--- src/rtl/axi_stream_guard_pkg.sv ---
// Shared types and helpers for the AXI-Stream packet length guard.
package axi_stream_guard_pkg;

    localparam int unsigned TRUNC_CNT_W = 16;

    typedef enum logic {
        PASS    = 1'b0,
        DISCARD = 1'b1
    } guard_state_t;

    // Increment that sticks at all-ones instead of wrapping.
    function automatic logic [TRUNC_CNT_W-1:0] sat_inc(input logic [TRUNC_CNT_W-1:0] value);
        return (value == '1) ? value : value + TRUNC_CNT_W'(1);
    endfunction

endpackage

--- src/rtl/axi_stream_packet_length_guard_skid_slice.sv ---
// Two-entry registered AXI-Stream slice: full throughput, registered ready,
// one cycle of latency when the output register is free.
module axis_skid_slice #(
    parameter int unsigned W = 9
) (
    input  logic         clk,
    input  logic         rst,
    input  logic [W-1:0] in_data,
    input  logic         in_valid,
    output logic         in_ready,
    output logic [W-1:0] out_data,
    output logic         out_valid,
    input  logic         out_ready
);

    logic [W-1:0] out_data_n;
    logic         out_valid_n;
    logic [W-1:0] skid_data;
    logic [W-1:0] skid_data_n;
    logic         skid_valid;
    logic         skid_valid_n;
    logic         in_acc_c;
    logic         out_xfer_c;

    assign in_acc_c   = in_valid && in_ready;
    assign out_xfer_c = out_valid && out_ready;

    // Output register refills from the skid first so order is preserved.
    always_comb begin
        out_data_n   = out_data;
        out_valid_n  = out_valid;
        skid_data_n  = skid_data;
        skid_valid_n = skid_valid;
        if (!out_valid || out_xfer_c) begin
            if (skid_valid) begin
                out_data_n   = skid_data;
                out_valid_n  = 1'b1;
                skid_valid_n = 1'b0;
            end else if (in_acc_c) begin
                out_data_n  = in_data;
                out_valid_n = 1'b1;
            end else begin
                out_valid_n = 1'b0;
            end
        end else if (in_acc_c) begin
            skid_data_n  = in_data;
            skid_valid_n = 1'b1;
        end
    end

    always_ff @(posedge clk) begin
        if (rst) begin
            out_data   <= '0;
            out_valid  <= 1'b0;
            skid_data  <= '0;
            skid_valid <= 1'b0;
            in_ready   <= 1'b1;
        end else begin
            out_data   <= out_data_n;
            out_valid  <= out_valid_n;
            skid_data  <= skid_data_n;
            skid_valid <= skid_valid_n;
            in_ready   <= !skid_valid_n;
        end
    end

endmodule

--- src/rtl/axi_stream_packet_length_guard.sv ---
// Caps every packet at MAX_LEN beats: forces tlast on the last allowed beat
// and swallows the remainder of the original packet up to its tlast.
module axi_stream_packet_length_guard
    import axi_stream_guard_pkg::*;
#(
    parameter int unsigned DSIZE   = 8,
    parameter int unsigned MAX_LEN = 8096
) (
    input  logic                   clk,
    input  logic                   rst,
    input  logic [DSIZE-1:0]       s_axis_tdata,
    input  logic                   s_axis_tvalid,
    input  logic                   s_axis_tlast,
    output logic                   s_axis_tready,
    output logic [DSIZE-1:0]       m_axis_tdata,
    output logic                   m_axis_tvalid,
    output logic                   m_axis_tlast,
    input  logic                   m_axis_tready,
    output logic                   trunc_pulse,
    output logic [TRUNC_CNT_W-1:0] trunc_count,
    output logic                   in_discard
);

    localparam int unsigned CW       = $clog2(MAX_LEN + 1);
    localparam logic [CW-1:0] LAST_IDX = CW'(MAX_LEN - 1);

    guard_state_t  state;
    guard_state_t  state_n;
    logic [CW-1:0] beat_cnt;
    logic [CW-1:0] beat_cnt_n;
    logic          s_acc_c;
    logic          fwd_valid_c;
    logic          fwd_last_c;
    logic          trunc_hit_c;
    logic          slice_ready;
    logic [DSIZE:0] slice_out;

    // Discarding never waits on the downstream; forwarding waits on the skid.
    assign s_axis_tready = (state == DISCARD) || slice_ready;
    assign s_acc_c       = s_axis_tvalid && s_axis_tready;

    always_comb begin
        state_n     = state;
        beat_cnt_n  = beat_cnt;
        fwd_valid_c = 1'b0;
        fwd_last_c  = s_axis_tlast;
        trunc_hit_c = 1'b0;
        case (state)
            PASS: begin
                fwd_valid_c = s_axis_tvalid;
                if (beat_cnt == LAST_IDX) begin
                    fwd_last_c = 1'b1;
                end
                if (s_acc_c) begin
                    if (s_axis_tlast) begin
                        beat_cnt_n = '0;
                    end else if (beat_cnt == LAST_IDX) begin
                        beat_cnt_n  = '0;
                        trunc_hit_c = 1'b1;
                        state_n     = DISCARD;
                    end else begin
                        beat_cnt_n = beat_cnt + CW'(1);
                    end
                end
            end
            DISCARD: begin
                if (s_acc_c && s_axis_tlast) begin
                    state_n    = PASS;
                    beat_cnt_n = '0;
                end
            end
            default: begin
                state_n    = PASS;
                beat_cnt_n = '0;
            end
        endcase
    end

    always_ff @(posedge clk) begin
        if (rst) begin
            state       <= PASS;
            beat_cnt    <= '0;
            trunc_pulse <= 1'b0;
            trunc_count <= '0;
            in_discard  <= 1'b0;
        end else begin
            state       <= state_n;
            beat_cnt    <= beat_cnt_n;
            trunc_pulse <= trunc_hit_c;
            in_discard  <= (state_n == DISCARD);
            if (trunc_hit_c) begin
                trunc_count <= sat_inc(trunc_count);
            end
        end
    end

    axis_skid_slice #(
        .W (DSIZE + 1)
    ) u_slice (
        .clk       (clk),
        .rst       (rst),
        .in_data   ({fwd_last_c, s_axis_tdata}),
        .in_valid  (fwd_valid_c),
        .in_ready  (slice_ready),
        .out_data  (slice_out),
        .out_valid (m_axis_tvalid),
        .out_ready (m_axis_tready)
    );

    assign m_axis_tlast = slice_out[DSIZE];
    assign m_axis_tdata = slice_out[DSIZE-1:0];

endmodule
--- config.mk ---
export PLATFORM = sky130hd
export DESIGN_NAME = axi_stream_packet_length_guard
export DESIGN_NICKNAME = d
export VERILOG_FILES = /design/src/rtl/axi_stream_guard_pkg.sv /design/src/rtl/axi_stream_packet_length_guard_skid_slice.sv /design/src/rtl/axi_stream_packet_length_guard.sv
export SDC_FILE = /design/constraint.sdc
export NUM_CORES = 1
export LEC_CHECK = 0
export CAP_MARGIN = 20
export CORE_MARGIN = 10
export CORE_UTILIZATION = 52
export DETAILED_ROUTE_END_ITERATION = 6
export PLACE_DENSITY = 0.86
export SLEW_MARGIN = 0
export SYNTH_ARGS = -nofsm -noshare
export SYNTH_HDL_FRONTEND = slang
export SYNTH_SLANG_ARGS = --single-unit
--- constraint.sdc ---
create_clock -name clk -period 2.6 [get_ports clk]
set_input_delay 0.52 -clock clk [delete_from_list [all_inputs] [get_ports clk]]
set_output_delay 0.52 -clock clk [all_outputs]
set_load 0.01 [all_outputs]
# Word-level counts from Yosys, hierarchy flattened
# Cells that the tools add are included.
# Widths: inputs -> output; s select.
dict set report word_totals {
  regBits 52
  latch_bits 0
  ramBits 0
  rom_bits 0
  input_bits 13
  output_inout_bits 29
  memories 0
}
dict set report op_classes {
  add_sub_neg 2
  mul 0
  div 0
  order_cmp 0
  n_eq_ne 4
  shift 0
  muxes 20
  n_bitwise 3
  n_reduce_logical 13
}
# cell count
set op_table {}
lappend op_table {{$mux 13} 4}
lappend op_table {{$pmux 13 s2} 1}
lappend op_table {{$mux 9} 2}
lappend op_table {{$add 16x1->16 const B} 1}
lappend op_table {{$eq 16x16->1 const B} 1}
lappend op_table {{$add 13x1->13 const B} 1}
lappend op_table {{$eq 13x13->1 const B} 1}
lappend op_table {{$mux 1} 12}
lappend op_table {{$reduce_and 2->1} 4}
lappend op_table {{$logic_and 1x1->1} 4}
lappend op_table {{$not 1->1} 3}
lappend op_table {{$logic_not 1->1} 2}
lappend op_table {{$logic_or 1x1->1} 2}
lappend op_table {{$ne 2x1->1 const B} 1}
lappend op_table {{$ne 2x2->1 const B} 1}
lappend op_table {{$pmux 1 s2} 1}
lappend op_table {{$reduce_bool 2->1} 1}

# Logic depth before layout (Yosys ltp)
# Gate-level depths: netlist of run 1.
dict set report logic_depth {
  ltp_word 6
  ltp_mapped 7
  depth_no_buf 6
}

# Modules after synthesis
# From an unflattened synthesis of run 1, not the netlist that was laid out.
dict set report unflattened {
  hier_cells 287
  area_unflattened_um2 2461.1
}
# module instances cells_each area_per_inst_um2 seq_area_each_um2
set modules_own_cells {}
lappend modules_own_cells {axi_stream_packet_length_guard 1 196 1576.5 620.6}
lappend modules_own_cells {axis_skid_slice 1 91 884.6 420.4}

# Worst setup path after synthesis of run 1
# OpenSTA, ideal clock, no wires.
dict set report synth_path {
  path_type {reg-to-reg}
  start {register beat_cnt[0]}
  end {register trunc_count[14]}
  setup_ps 123
  arrival_ps 2000
  slack_ps 476
  path_stages_with_launch 7
  period_less_slack_ps 2124
  path_cell_list {dfxtp_1 ha_1 nand4_2 or4_4 nor3_2 nand4_1 mux2_1}
}
dict set report synth_via {
  elab_chain_len 6
}
# element line
set synth_rtl {}
lappend synth_rtl {{from (decl)} axi_stream_packet_length_guard.sv:29} ;# logic [CW-1:0] beat_cnt;
lappend synth_rtl {{from (signal assigned)} axi_stream_packet_length_guard.sv:88} ;# beat_cnt <= beat_cnt_n;
lappend synth_rtl {{$eq 13x13->1} axi_stream_packet_length_guard.sv:57} ;# end else if (beat_cnt == LAST_IDX) begin
lappend synth_rtl {{$mux 1} axi_stream_packet_length_guard.sv:57}
lappend synth_rtl {{$mux 1} axi_stream_packet_length_guard.sv:55} ;# if (s_axis_tlast) begin
lappend synth_rtl {{$mux 1} axi_stream_packet_length_guard.sv:54} ;# if (s_acc_c) begin
lappend synth_rtl {{$mux 1} axi_stream_packet_length_guard.sv:48} ;# case (state)
lappend synth_rtl {{$reduce_and 2->1 (no source line)} n/a}
lappend synth_rtl {{to (signal assigned)} axi_stream_packet_length_guard.sv:92} ;# trunc_count <= sat_inc(trunc_count);
lappend synth_rtl {{to (decl)} axi_stream_packet_length_guard.sv:20} ;# output logic [TRUNC_CNT_W-1:0] trunc_count,
# No other way between the ends.
# A chain may end at the register's enable or synchronous reset.

# Final worst setup path of run 1
# Ends and elaborated chain as after synthesis.

==> results.py, run 1 <==
metrics = {
    "outcome": {
        "outcome": "finished clean",
    },
    "route": {
        "ant_nets": 0,
        "dr.pass1.iters": 4,
        "viasPerCell": 5.75,
        "drc": 0,
        "drt-wirelength-per-cell_um": 15.7,
        "vias": 2097,
        "routed_wl_mm": 5.75,
        "drt-initial-drc-count": 143,
    },
    "worst_setup_path": {
        "cp-end-kind": "flop",
        "worstPathArrival_ns": 2.52,
        "required_ns": 2.79,
        "path_max_fanout": 7,
        "cp-start-kind": "flop",
        "crit_type": "flop to flop",
    },
    "sta": {
        "finalMaxSlewViolations": 0,
        "relSlewSlack_pct": 34.7,
        "fmax_mhz": 430,
        "setup_viol": 0,
        "tns_ns": 0,
        "rsz0062_at_grt": "no",
        "period_share_pct": 89.5,
        "whs_ns": 0.493,
        "fin_ws_ns": 0.273,
        "fin_crit_ns": 2.33,
        "finClkSkew_ns": 0.00751,
        "worst_slew_pin_slew_ns": 0.965,
        "hold_viol_final": 0,
    },
    "floorplanning": {
        "die_y_um": 87.9,
        "coreArea_um2": 4410,
        "ios": 42,
        "die_width_um": 87.9,
        "initial_core_util_pct": 54.3,
        "dieArea_um2": 7720,
        "fp-row-count": 24,
    },
    "placed_design": {
        "numPortBuffers": 41,
        "dpl-instance-area_um2": 2880,
        "gp_congestion": 0.806,
        "place_inst": 357,
        "hpwl_mm": 4.21,
        "place_ws_ns": 0.0603,
    },
    "logic_synthesis": {
        "ys_seq_area_share_pct": 43.5,
        "netlist_area_um2": 2390,
        "ys_types": 44,
        "avgSynthCellArea_um2": 8.90,
        "ys_seq_elements": 52,
        "synthesis.nets": 284,
        "synth_top_area_share_pct": 43.5,
        "yosys-top-cells-area": "dfxtp_1, nor2_1, mux2i_1",
        "synth_cells": 269,
        "synth_top_cell_by_area": "dfxtp_1",
        "yosysWarnings": 0,
    },
    "cells_and_area": {
        "antenna_cells": 0,
        "stdcell_count": 365,
        "drive_above_1_share_pct": 7.67,
        "final_nets": 327,
        "final_area_um2": 2970,
        "areaGrowthSynthToFinish_pct": 23.9,
        "final_util_pct": 67.2,
    },
    "clock_tree": {
        "clk_pin_slew_ns": 0.09,
        "clock-root-buffer": "clkbuf_8",
        "clock_latency_ns": 0.30,
        "ctsHoldBuffers": 0,
        "cts_inserted_buffers": 5,
        "cts_htree_levels": 2,
        "cts_resized": 0,
        "cts_tree": "done",
        "clock-sinks": 52,
        "clk_path_buf_depth": 2,
        "post_cts_buffers": 0,
    },
    "pwr": {
        "power_mw": 1.44,
        "peakVddDrop_uv": 265,
        "p_per_area_nw_per_um2": 485,
        "p_leak_nw": 1.03,
    },
    "grt": {
        "grt_pass1_vias": 2092,
        "grt_usage_pct": 15.8,
        "grt_overflow_total": 0,
        "antenna_found_initial": 0,
        "grt_max_degree": 42,
        "grt_pass1_wl_mm": 9.90,
    },
    "flow_run": {
        "drv_cap": 0,
    },
    "hold_path": {
        "hp-class": "flop to flop",
    },
}
==> worst paths after layout <==
path,start,end,slack [ns],cells after the start
setup / recovery,beat_cnt[0],trunc_count[14],0.27,6
hold / removal,u_slice.skid_data[8],u_slice.skid_data[8],0.49,2
setup reg to reg,beat_cnt[0],trunc_count[14],0.27,6
hold reg to reg,u_slice.skid_data[8],u_slice.skid_data[8],0.49,2
==> layout by cell type (no fill, tap or decap), types with 3 or more instances in the layout <==
cell type / instances
dfxtp_1: 52
or4_1: 3
nor4_1: 5
a211oi_1: 8
and2_1: 4
nor3_1: 4
a21oi_1: 11
clkbuf_8: 6
or3_1: 3
mux2i_1: 17
o31ai_1: 8
nor2b_1: 3
clkdlybuf4s50_1: 41
o21ai_0: 5
nor2_1: 46
xnor2_1: 3
o2111ai_1: 3
buf_4: 7
o21ai_1: 3
nand4_1: 7
nand3_1: 7
o21a_1: 3
xor2_1: 13
inv_1: 10
nand2_1: 15
==> logic make-up after synthesis <==
family | count (synthesis) | share of synthesized area, %
compound gates | 47 | 13.6
xor+xnor | 16 | 5.85
fa+ha+maj | 2 | 1.04
mux | 18 | 7.58
buf+inv | 22 | 3.55
flops | 52 | 43.5
simple gates | 112 | 24.9
==> cell type report <==
type	instances	area, um2
fill	358	1450
multi-input combinational	195	1270
sequential	52	1040
timing repair buffer	48	463
clock buffer	6	82.6
tap	52	65.1
inverter	10	37.5
clock inverter	2	10.0
==> power by group <==
| group | internal, mW | switching (mW) | total [mW] | leakage [nW] |
|---|---|---|---|---|
| sequential | 0.815 | 0.0114 | 0.827 | 0.422 |
| clock | 0.213 | 0.262 | 0.475 | 0.0510 |
| combinational | 0.0697 | 0.0685 | 0.138 | 0.552 |
| total | 1.10 | 0.342 | 1.44 | 1.03 |
==> flip-flops by register name (all words and copies together), names as in the netlist <==
register            flops
trunc_count            16
u_slice.in_ready        1
u_slice.skid_valid      1
u_slice.skid_data       9
trunc_pulse             1
u_slice.out_valid       1
u_slice.out_data        9
beat_cnt               13
state                   1
==> synth_stat cells (all sizes together) <==
cell / count
ha: 2
xor2: 13
mux2i: 17
o2111ai: 4
o211ai: 1
or2: 1
nand2: 15
buf: 1
and2: 4
inv: 10
mux2: 1
nor4b: 1
o21a: 3
o21ai: 8
a22oi: 1
nand2b: 1
a211oi: 8
nor2: 46
o31ai: 8
nor4bb: 1
nor2b: 3
and3: 1
dfxtp: 52
nand3b: 2
nand4bb: 2
or3: 3
nand4: 9
nor4: 7
clkbuf: 11
xnor2: 3
a31oi: 2
o311ai: 1
or4: 4
a21oi: 11
nand3: 7
nor3: 5
==> critical path, cell delays in order (launching register included) <==
cell and delay [ns]:
dfxtp_1 0.40, ha_1 0.25, nand4_2 0.24, or4_4 0.63, nor3_2 0.23, nand4_1 0.14, mux2_1 0.32
==> metal layers <==
| layer | routed length [um] | up-vias | global-route usage [%] |
|---|---|---|---|
| li1 | - | 1046 | - |
| met1 | 2420 | 969 | 17.9 |
| met2 | 2670 | 69 | 25.7 |
| met3 | 522 | 13 | 6.50 |
| met4 | 134 | 0 | 6.38 |
| met5 | 0 | - | 0 |
Note: power is estimated with default switching activity, not from simulation.
==> run 2, diff against run 1 <==
--- a/config.mk
+++ b/config.mk
@@ -8,2 +8,3 @@
 export CAP_MARGIN = 20
+export CORE_ASPECT_RATIO = 0.6
 export CORE_MARGIN = 10
==> constraint.sdc (replaced) <==
create_clock -name clk -period 2.6 [get_ports clk]
set_input_delay 0.26 -clock clk [delete_from_list [all_inputs] [get_ports clk]]
set_output_delay 0.26 -clock clk [all_outputs]
set_load 0.01 [all_outputs]
==> run 2 against run 1 <==
  * Global-route usage decreased by 0.77 points
  * Sequential power about the same
  * Register-to-register slack worse by 0.03 ns
  * Clock skew barely moved
  * Non-clock buffer count stayed put
  * Count of clock-buffer cells in the layout did not move
  * Sequential share of layout area decreased by 0.50 points
  * Maximum frequency decreased by 1.4%
  * Core utilization decreased by 0.59 points
  * Final cell count is 3.0% higher
  * Final area rose by 1.4%
  * Clock power up 23%
  * Highest routed layer unchanged
==> results.py, run 2 (synthesis gave the netlist of run 1 again) <==
metrics = {
    "sta": {
        "finClkSkew_ns": 0.00757,
        "setup_viol": 0,
        "period_share_pct": 90.7,
        "rsz0062_at_grt": "no",
        "finalMaxSlewViolations": 0,
        "fin_crit_ns": 2.36,
        "worst_slew_pin_slew_ns": 0.972,
        "whs_ns": 0.500,
        "tns_ns": 0,
        "hold_viol_final": 0,
        "relSlewSlack_pct": 34.2,
        "fmax_mhz": 424,
    },
    "floorplanning": {
        "dieArea_um2": 7810,
        "initial_core_util_pct": 53.0,
        "coreArea_um2": 4520,
        "die_width_um": 108,
        "ios": 42,
        "die_y_um": 72.6,
        "fp-row-count": 19,
    },
    "worst_setup_path": {
        "worstPathArrival_ns": 2.53,
        "path_max_fanout": 8,
        "cp-start-kind": "flop",
        "crit_type": "flop to flop",
        "regToRegStartpoint": "beat_cnt[0]",
        "slowest_stage": "o311ai_1",
        "slowest_delay_ns": 0.91,
        "rrSetupSlack_ns": 0.24,
        "r2r-end": "beat_cnt[9]",
        "required_ns": 2.77,
        "crit_chain": "ha_1 > nand4_2 > o311ai_1 > a31oi_1 > o21ai_0 > o31ai_1",
        "cp-end-kind": "flop",
        "rr_worst_depth": 6,
    },
    "clock_tree": {
        "cts_tree": "done",
        "ctsHoldBuffers": 0,
        "cts_htree_levels": 2,
        "cts_inserted_buffers": 5,
        "clock_latency_ns": 0.31,
        "clock-root-buffer": "clkbuf_8",
        "post_cts_buffers": 0,
        "cts_resized": 0,
        "clock-sinks": 52,
        "clk_path_buf_depth": 2,
        "clk_pin_slew_ns": 0.09,
    },
    "grt": {
        "grt_pass1_wl_mm": 9.67,
        "grt_overflow_total": 0,
        "use_met3_pct": 6.01,
        "met2_usage_pct": 23.1,
        "grt_usage_pct": 15.0,
        "top_usage_layer": "met2",
        "antenna_found_initial": 0,
        "grt_pass1_vias": 2042,
        "grt_max_degree": 28,
        "met1_usage_pct": 19.2,
    },
    "pwr": {
        "p_comb_share_pct": 8.9,
        "p_sw_share_pct": 22.5,
        "p_per_area_nw_per_um2": 514,
        "seqPwrFrac_pct": 53.4,
        "power.switching_mw": 0.349,
        "p_leak_nw": 1.04,
        "peakVddDrop_uv": 311,
        "clkPwrFrac_pct": 37.7,
        "p_int_mw": 1.20,
    },
    "hold_path": {
        "min_from": "u_slice.skid_data[6]",
        "hp-class": "flop to flop",
        "min_path_cells": 2,
        "holdPathEnd": "u_slice.skid_data[6]",
    },
    "cells_and_area": {
        "top_regs": "trunc_count (16), beat_cnt (13)",
        "final_nets": 327,
        "areaGrowthSynthToFinish_pct": 25.7,
        "layout_commonest_cell": "dfxtp_1",
        "largest_register_ffs": 16,
        "drive_above_1_share_pct": 7.67,
        "stdcell_count": 376,
        "antenna_cells": 0,
        "layout_common_cells": "dfxtp_1, nor2_1, clkdlybuf4s50_1",
        "top_register": "trunc_count",
    },
    "route": {
        "vias": 2046,
        "ant_nets": 0,
        "drt-wirelength-per-cell_um": 14.8,
        "drt-initial-drc-count": 125,
        "viasPerCell": 5.44,
        "drc": 0,
        "routed_wl_mm": 5.57,
        "dr.pass1.iters": 4,
    },
    "placed_design": {
        "place_inst": 368,
        "gp_congestion": 0.825,
        "hpwl_mm": 4.14,
        "numPortBuffers": 41,
    },
    "outcome": {
        "outcome": "finished clean",
    },
    "flow_run": {
        "drv_cap": 0,
    },
}
run 2: power groups by stage:
stage | Clock (mW) | Sequential [mW] | Combinational [mW]
2_1_floorplan | 0 | 0.850 | 0.0643
3_3_place_gp | 0 | 0.845 | 0.134
3_5_place_dp | 0 | 0.846 | 0.138
4_1_cts | 0.594 | 0.828 | 0.139
5_1_grt | 0.632 | 0.830 | 0.151
6_report | 0.584 | 0.827 | 0.137
run 2: critical path: cells and delay by family, from the launching register on:
family	cells	cell delay, ns
and+or+nand+nor	1	0.25
AOI/OAI and AO/OA	4	1.31
DFF	1	0.40
adders and majority gates	1	0.25
run 2: routing by layer:
metal,part of all wire [%],vias up
li1,-,1047
met1,47,943
met2,43,47
met3,7.8,9
met4,1.4,0
met5,0,-
run 2: how the worst max path moves through the flow:
stage | startpoint | to | slack [ns] | cells after the start
finish | beat_cnt[0] | beat_cnt[9] | 0.24 | 6
global route | beat_cnt[0] | beat_cnt[12] | 0.05 | 6
CTS | beat_cnt[0] | trunc_count[14] | 0.25 | 6
detailed placement | s_axis_tlast | trunc_count[14] | 0.26 | 6
global placement | s_axis_tlast | trunc_count[14] | 0.31 | 6
floorplan | beat_cnt[0] | trunc_count[14] | 0.48 | 6
run 2: final cells by class:
| type | count | area [um2] |
|---|---|---|
| sequential | 52 | 1040 |
| clock buffer | 6 | 82.6 |
| fill | 392 | 1510 |
| clock inverter | 2 | 38.8 |
| inverter | 10 | 37.5 |
| tap | 63 | 78.8 |
| multi-input combinational | 195 | 1270 |
| timing repair buffer | 48 | 463 |
run 2: stage by stage:
stage	total power, mW	instance area (um2)	utilization (%)	setup slack (ns)
4_1_cts	1.56	3010	66.6	0.252
6_report	1.55	3010	66.6	0.241
3_5_place_dp	0.984	2890	64.0	0.258
2_1_floorplan	0.914	2390	-	0.476
5_1_grt	1.61	3010	66.6	0.0501
3_3_place_gp	0.979	2890	64.0	0.313
